$ cat config.mk
export PLATFORM = sky130hd
export DESIGN_NAME = if_fetch_queue
export DESIGN_NICKNAME = d
export VERILOG_FILES = /design/src/rtl/if_fetch_queue.sv
export SDC_FILE = /design/constraint.sdc
export NUM_CORES = 1
export LEC_CHECK = 0
export ABC_AREA = 1
export CAP_MARGIN = 10
export CORE_UTILIZATION = 65
export DETAILED_ROUTE_END_ITERATION = 16
export DONT_BUFFER_PORTS = 1
export GPL_TIMING_DRIVEN = 0
export PLACE_DENSITY = 0.84
export SLEW_MARGIN = 20
export SYNTH_ARGS = -nofsm -noshare
export SYNTH_HDL_FRONTEND = slang
export SYNTH_SLANG_ARGS = --single-unit
$ cat constraint.sdc
create_clock -name clk -period 3.3 [get_ports clk]
set_input_delay 0.66 -clock clk [delete_from_list [all_inputs] [get_ports clk]]
set_output_delay 0.66 -clock clk [all_outputs]
set_load 0.01 [all_outputs]
$ cat src/rtl/if_fetch_queue.sv
// Instruction-fetch unit: a sequential PC generator that drives a 1-cycle
// synchronous instruction ROM and collects the returned words in a small
// FIFO for decode to drain.
//
// Handshake: the head entry is transferred when out_valid && out_ready are
// both high at a rising clk edge; out_valid never depends on out_ready, and
// once raised the head stays put until it is accepted or a redirect flushes it.
//
// A redirect flushes the queue and any in-flight fetch and restarts fetch at
// the target. Fetch is throttled by a conservative credit: queued entries
// plus the in-flight fetch must stay below DEPTH, so a returning word always
// has a free slot.
module if_fetch_queue #(
    parameter logic [31:0] RESET_PC  = 32'h0000_3000,
    parameter int          IM_ADDR_W = 8,
    parameter int          DEPTH     = 4
) (
    input  logic                       clk,
    input  logic                       rst_n,
    input  logic                       redir_valid,
    input  logic [31:0]                redir_pc,
    output logic                       im_en,
    output logic [IM_ADDR_W-1:0]       im_addr,
    input  logic [31:0]                im_rdata,
    output logic                       out_valid,
    output logic [31:0]                out_instr,
    output logic [31:0]                out_pc,
    input  logic                       out_ready,
    output logic [$clog2(DEPTH):0]     busy_count
);

    localparam int PW = $clog2(DEPTH);
    localparam int CW = PW + 1;

    logic [31:0]   fetch_pc;
    logic [31:0]   inflight_pc;
    logic          inflight;
    logic [31:0]   instr_q [DEPTH];
    logic [31:0]   pc_q    [DEPTH];
    logic [PW-1:0] rd_ptr;
    logic [PW-1:0] wr_ptr;
    logic [CW-1:0] count;
    logic [CW-1:0] credit;
    logic [31:0]   redir_tgt;
    logic          enq;
    logic          deq;

    // Redirect target is always word aligned.
    assign redir_tgt = redir_pc & 32'hFFFF_FFFC;

    // Credit counts what is queued plus what is still coming back from the
    // ROM; a dequeue in the same cycle is deliberately not credited.
    assign credit    = count + {{(CW-1){1'b0}}, inflight};
    assign im_en     = rst_n & ~redir_valid & (credit < CW'(DEPTH));
    assign im_addr   = fetch_pc[IM_ADDR_W+1:2];

    // A redirect discards the returning word and makes the flush win over
    // any handshake (the accepted head is still consumed by decode).
    assign enq        = inflight & ~redir_valid;
    assign out_valid  = (count != '0);
    assign deq        = out_valid & out_ready & ~redir_valid;
    assign out_instr  = instr_q[rd_ptr];
    assign out_pc     = pc_q[rd_ptr];
    assign busy_count = count;

    // Fetch PC and in-flight tracking; redirect restarts at the target.
    always_ff @(posedge clk or negedge rst_n) begin
        if (!rst_n) begin
            fetch_pc    <= RESET_PC;
            inflight    <= 1'b0;
            inflight_pc <= '0;
        end else if (redir_valid) begin
            fetch_pc <= redir_tgt;
            inflight <= 1'b0;
        end else begin
            inflight <= im_en;
            if (im_en) begin
                fetch_pc    <= fetch_pc + 32'd4;
                inflight_pc <= fetch_pc;
            end
        end
    end

    // Queue pointers and occupancy; pointers wrap naturally at DEPTH.
    always_ff @(posedge clk or negedge rst_n) begin
        if (!rst_n) begin
            rd_ptr <= '0;
            wr_ptr <= '0;
            count  <= '0;
        end else if (redir_valid) begin
            rd_ptr <= '0;
            wr_ptr <= '0;
            count  <= '0;
        end else begin
            if (enq) wr_ptr <= wr_ptr + 1'b1;
            if (deq) rd_ptr <= rd_ptr + 1'b1;
            if (enq && !deq)      count <= count + 1'b1;
            else if (!enq && deq) count <= count - 1'b1;
        end
    end

    // Queue storage: returning ROM word tagged with the PC that fetched it.
    always_ff @(posedge clk or negedge rst_n) begin
        if (!rst_n) begin
            for (int i = 0; i < DEPTH; i++) begin
                instr_q[i] <= '0;
                pc_q[i]    <= '0;
            end
        end else if (enq) begin
            instr_q[wr_ptr] <= im_rdata;
            pc_q[wr_ptr]    <= inflight_pc;
        end
    end

    // The credit rule must make a write into a full queue impossible.
    always_ff @(posedge clk) begin
        assert (!(enq && count == CW'(DEPTH)));
    end

endmodule
Yosys cells after proc, flatten, opt, wreduce, memory -nomap -nowiden. Cells that the tools add are included.

Bits in latches: 0. Memory bits (writable): 0. Memories kept: 0. Register bits after elaboration: 328. Bits of input ports: 68. Output and inout port bits: 77. Bits in read-only memories: 0.

Eq/ne operators: 0. Magnitude comparators: 4. Shifts and indexed selects: 0. Add/subtract/negate cells: 6. $mul: 0. Bitwise gates (word level): 8. Multiplexer cells: 20. Divide/modulo/power cells: 0. Reduce and logical (&&, ||, !) cells: 11.

Operators with widths (number): bitwise mux 128 bit (2); 2-to-1 mux 32 bit (7); binary-select mux 32 bit (select 2 bit) (2); demux 32 bit (select 2 bit) (1); adder 32 x 3 -> 32 bit (second input constant) (1); 2-to-1 mux 3 bit (3); 2-to-1 mux 2 bit (4); greater-or-equal comparator 3 bit (second input constant) (2); inverter 2 -> 3 bit (2); nonzero test 2 bit (3); nonzero test 3 bit (2); AND 1 bit (5); adder 2 x 1 -> 2 bit (second input constant) (2); adder 3 x 1 -> 3 bit (1); adder 3 x 1 -> 3 bit (second input constant) (1); logical AND 1 bit (3); less-than comparator 3 x 1 -> 1 bit (second input constant) (1); less-than comparator 3 bit (second input constant) (1); subtractor 3 x 1 -> 3 bit (second input constant) (1); zero test 1 bit (2); AND reduction 2 bit (1); 2-to-1 mux 1 bit (1); inverter 1 bit (1).

Depth between registers and ports, before layout. Gate-level depths: netlist of the first run.

Depth after elaboration: 7. Depth in mapped cells: 10. Gate-level depth less buffers: 10.

Worst setup path after synthesis of the first run. Ideal clock, no wire load.

Kind: input port to output port. Start point: in redir_valid. End point: out im_en. Path slack: 1.272 ns. Arrival time: 1.368 ns. Stages: 5. Buffers on the path: 2. Cells stage by stage: buf_4 -> nor2_4 -> nand3_4 -> inv_2 -> buf_2.

Cells in the longest elaborated chain, start to end: 3.

RTL lines: from (decl) (RTL line 20) `input logic redir_valid,`; inverter 1 bit (no line); AND 1 bit (2 in a row) (RTL line 54) `assign im_en = rst_n & ~redir_valid & (credit < CW'(DEPTH));`; to (decl) (RTL line 22) `output logic im_en,`.

Every way passes these cells.

Worst setup path after layout of the first run.
Start point: reg rd_ptr[0]. End point: out out_pc[15].

Cells in the longest elaborated chain, start to end: 4.

RTL lines: from (decl) (RTL line 40) `logic [PW-1:0] rd_ptr;`; from (signal assigned) (RTL line 96) `if (deq) rd_ptr <= rd_ptr + 1'b1;`; inverter 2 -> 3 bit (not written as such) (RTL line 63) `assign out_pc = pc_q[rd_ptr];`; binary-select mux 32 bit (select 2 bit) (RTL line 63); 2-to-1 mux 32 bit (not written as such) (2 in a row) (RTL line 63); to (decl) (RTL line 27) `output logic [31:0] out_pc,`.

Every way passes these cells. The select of a mux whose other input is x is not followed.

==> flow_metrics.env, run 1 <==
export IMPL_numCtsBuffers=34
export IMPL_crit_type="reg2out"
export IMPL_portBuffers=0
export IMPL_ys_seq_area_frac=0.5418
export IMPL_fp_row_count=54
export IMPL_start_util=0.6669
export IMPL_nets=1858
export IMPL_grt_pass1_wl_um=64890
export IMPL_ant_nets=0
export IMPL_fin_area_mm2=0.01617
export IMPL_clk_pin_slew_ps=60
export IMPL_htree_levels=2
export IMPL_p_leak_uw=0.007730
export IMPL_grt_usage=0.3514
export IMPL_grt_max_degree=318
export IMPL_cp_arrival_ps=2510
export IMPL_postLayoutCoreUtil=0.7387
export IMPL_switching_power_uw=4655
export IMPL_vias_per_cell=6.088
export IMPL_core_area_mm2=0.02189
export IMPL_setup_tns_ps=0
export IMPL_ff_latch_area_mm2=0.007910
export IMPL_synth_top_cell_by_area="dfrtp_1"
export IMPL_synth_warnings=0
export IMPL_period_share=0.9621
export IMPL_max_freq_ghz=0.3150
export IMPL_setup_violations=0
export IMPL_r2r_cells=10
export IMPL_drive_above_1_share=0.08015
export IMPL_drt_iter0_markers=1245
export IMPL_cp_depth=5
export IMPL_hold_ws_ps=-163.9
export IMPL_hold_class="in2async"
export IMPL_cts_setup_buffers=0
export IMPL_clockPowerShare=0.310
export IMPL_syn2layout_area_growth_pct=10.77
export IMPL_p_comb_frac=0.263
export IMPL_cts_root_buf="clkbuf_16"
export IMPL_synth_area_leaders="dfrtp_1 54%, o21ai_0 14%, nand2_1 11%, nor2_1 4.3%, inv_1 3.0%"
export IMPL_die_w_um=151.9
export IMPL_timing_final_crit_period_ps=3175
export IMPL_die_height_um=151.9
export IMPL_clock_sinks=316
export IMPL_critPathCaptureType="output pin"
export IMPL_rsz0062_at_grt="false"
export IMPL_cts_resized=0
export IMPL_dpl_cell_area_mm2=0.01495
export IMPL_hold_viol=314
export IMPL_total_power_uw=13290
export IMPL_drv_cap=0
export IMPL_clockBufferDepth=3
export IMPL_place_congestion=0.9449
export IMPL_synth_cells=1747
export IMPL_critPathMaxFanout=10
export IMPL_powerDensity_mw_per_mm2=821.8
export IMPL_dp_hpwl_um=25690
export IMPL_cpMostUsedCell="buf_2"
export IMPL_io_pins=145
export IMPL_vias=12720
export IMPL_start_kind="flop"
export IMPL_cts_tree="built"
export IMPL_cp_cell_sequence="buf_2 > buf_2 > clkbuf_1 > nor2_1 > o22ai_1"
export IMPL_slowest_stage="clkbuf_1"
export IMPL_wl_um=40140
export IMPL_required_ps=2640
export IMPL_ir_drop_mv=0.4064
export IMPL_filler_cell_count=1646
export IMPL_cpLargestDelayFamily="buffers and inverters"
export IMPL_timing_critical_path_buf_inv=3
export IMPL_netlist_area_leader_share=0.5382
export IMPL_p_int_uw=8635
export IMPL_routedWlPerCell_um=19.22
export IMPL_avgSynthCellArea_um2=8.357
export IMPL_finClkSkew_ps=25.03
export IMPL_tightest_slew_ps=616.1
export IMPL_multi_input_area_mm2=0.005505
export IMPL_status="finished, violations left"
export IMPL_timing_slew_headroom=0.5892
export IMPL_maxSlewViolCount=0
export IMPL_netlist_area_mm2=0.01460
export IMPL_cpPeakStageDelay_ps=480
export IMPL_drc=0
export IMPL_synth_distinct_cells=32
export IMPL_antenna_found_initial=0
export IMPL_seqPwrFrac=0.427
export IMPL_drtPass1Iterations=6
export IMPL_overflow=0
export IMPL_diodes=0
export IMPL_grt_pass1_vias=12510
export IMPL_clk_latency_ps=520
export IMPL_ys_ff_latch=316
export IMPL_violations="negative hold slack"
export IMPL_swShare=0.3503
export IMPL_die_area_mm2=0.02306
## kinds of logic after synthesis
group / after synthesis / share of synthesized area
adder cells (fa/ha/maj): 6 / 0.005657
AO/OA/AOI/OAI: 496 / 0.1766
buffers and inverters: 241 / 0.08133
AND/OR/NAND/NOR: 676 / 0.1877
XOR/XNOR: 11 / 0.006600
other: 1 / 0.0002569
flip-flops: 316 / 0.5418
## per-stage QoR
step	std cells	setup WS (ps)	hold slack [ps]
detailed placement	2028	754.1	370.5
floorplan	1748	1272	364.4
global placement	2028	794.9	372.1
finish	2089	125.0	-163.9
CTS	2089	218.6	-173.9
global route	2089	107.6	-182.6
## worst register-to-register path, cell delays in order, from the launching register on
cell and delay, ps:
dfrtp_1 480, inv_1 120, nand3_1 250, nand2_1 140, nand2_1 150, inv_1 70, fa_1 380, xnor2_1 180
xor2_1 160, nand3_1 90, nand2_1 70
## Yosys cell counts
cell	n
fa_1	1
nand2_1	432
o21ai_0	399
xnor2_1	3
nand4_1	5
buf_2	16
o21ai_1	22
clkbuf_1	59
conb_1	1
o22ai_1	63
nor2_1	168
nand2_2	5
nand3b_1	1
nand3_4	1
buf_6	28
dfrtp_1	314
o211ai_1	7
dfstp_2	2
nand3_1	46
inv_2	5
buf_1	1
nor2_2	8
ha_1	5
nand3_2	1
a21oi_1	5
buf_4	14
nand2_4	4
inv_1	116
clkinv_1	2
xor2_1	8
nor2_4	4
nor2_8	1
## per-layer routing
layer  GRT usage  vias to the layer above  share of wire
li1            -                     5777              -
met1      0.4672                     6117           0.39
met5           0                        -              0
met4      0.1733                        0          0.040
met2      0.5658                      717           0.48
met3     0.05647                      106          0.089
## area by class of cell
type | instances | area share
clock buffer | 47 | 0.06267
buffer | 118 | 0.04487
sequential | 316 | 0.4891
clock inverter | 14 | 0.01269
inverter | 123 | 0.02855
multi-input combinational | 1191 | 0.3404
tap | 280 | 0.02166
## state kept, by name, summed over array words and instances (netlist names)
name / flops
inflight_pc: 30
wr_ptr: 2
fetch_pc: 30
inflight: 1
rd_ptr: 2
busy_count: 3
pc_q: 120
instr_q: 128
## cells in the final DEF (no fill, tap or decap), drive strengths merged
master	instances
clkbuf	106
conb	2
nand3b	1
clkinv	10
clkinvlp	1
buf	59
nand2	441
xnor2	3
ha	5
nor2	181
nand3	48
dfrtp	314
o22ai	63
bufinv	5
a21oi	5
o21ai	421
dfstp	2
xor2	8
o211ai	7
inv	121
fa	1
nand4	5
## path summary, 6_finish.rpt
kind,startpoint,slack [ps],to
worst max-delay path,rd_ptr[0],130,out_pc[15]
worst min-delay path,rst_n,-160,instr_q[4]
worst max register to register,busy_count[0],1150,busy_count[2]
worst min register to register,instr_q[62],480,instr_q[62]
max in group asynchronous,rst_n,3050,fetch_pc[13]
min in group clk,redir_pc[5],280,fetch_pc[5]
## power by group through the flow
stage                     Combinational [µW]  Clock [µW]  Sequential [µW]
final                                   3490        4120             5680
after global routing                    3880        4270             5790
after CTS                               3460        4110             5650
after detailed placement                3400           0             5690
after global placement                  3290           0             5630
after floorplan                         2560           0             5510
No activity file was read; power rests on OpenSTA's default activity.
==> inputs of run 2 (changes only) <==
ABC_CLOCK_PERIOD_IN_PS = 3300   (was not set)
SETUP_SLACK_MARGIN = 0.05   (was not set)
==> results of run 2 <==
No change in the layout: final DEF, timing and power equal those of run 1.
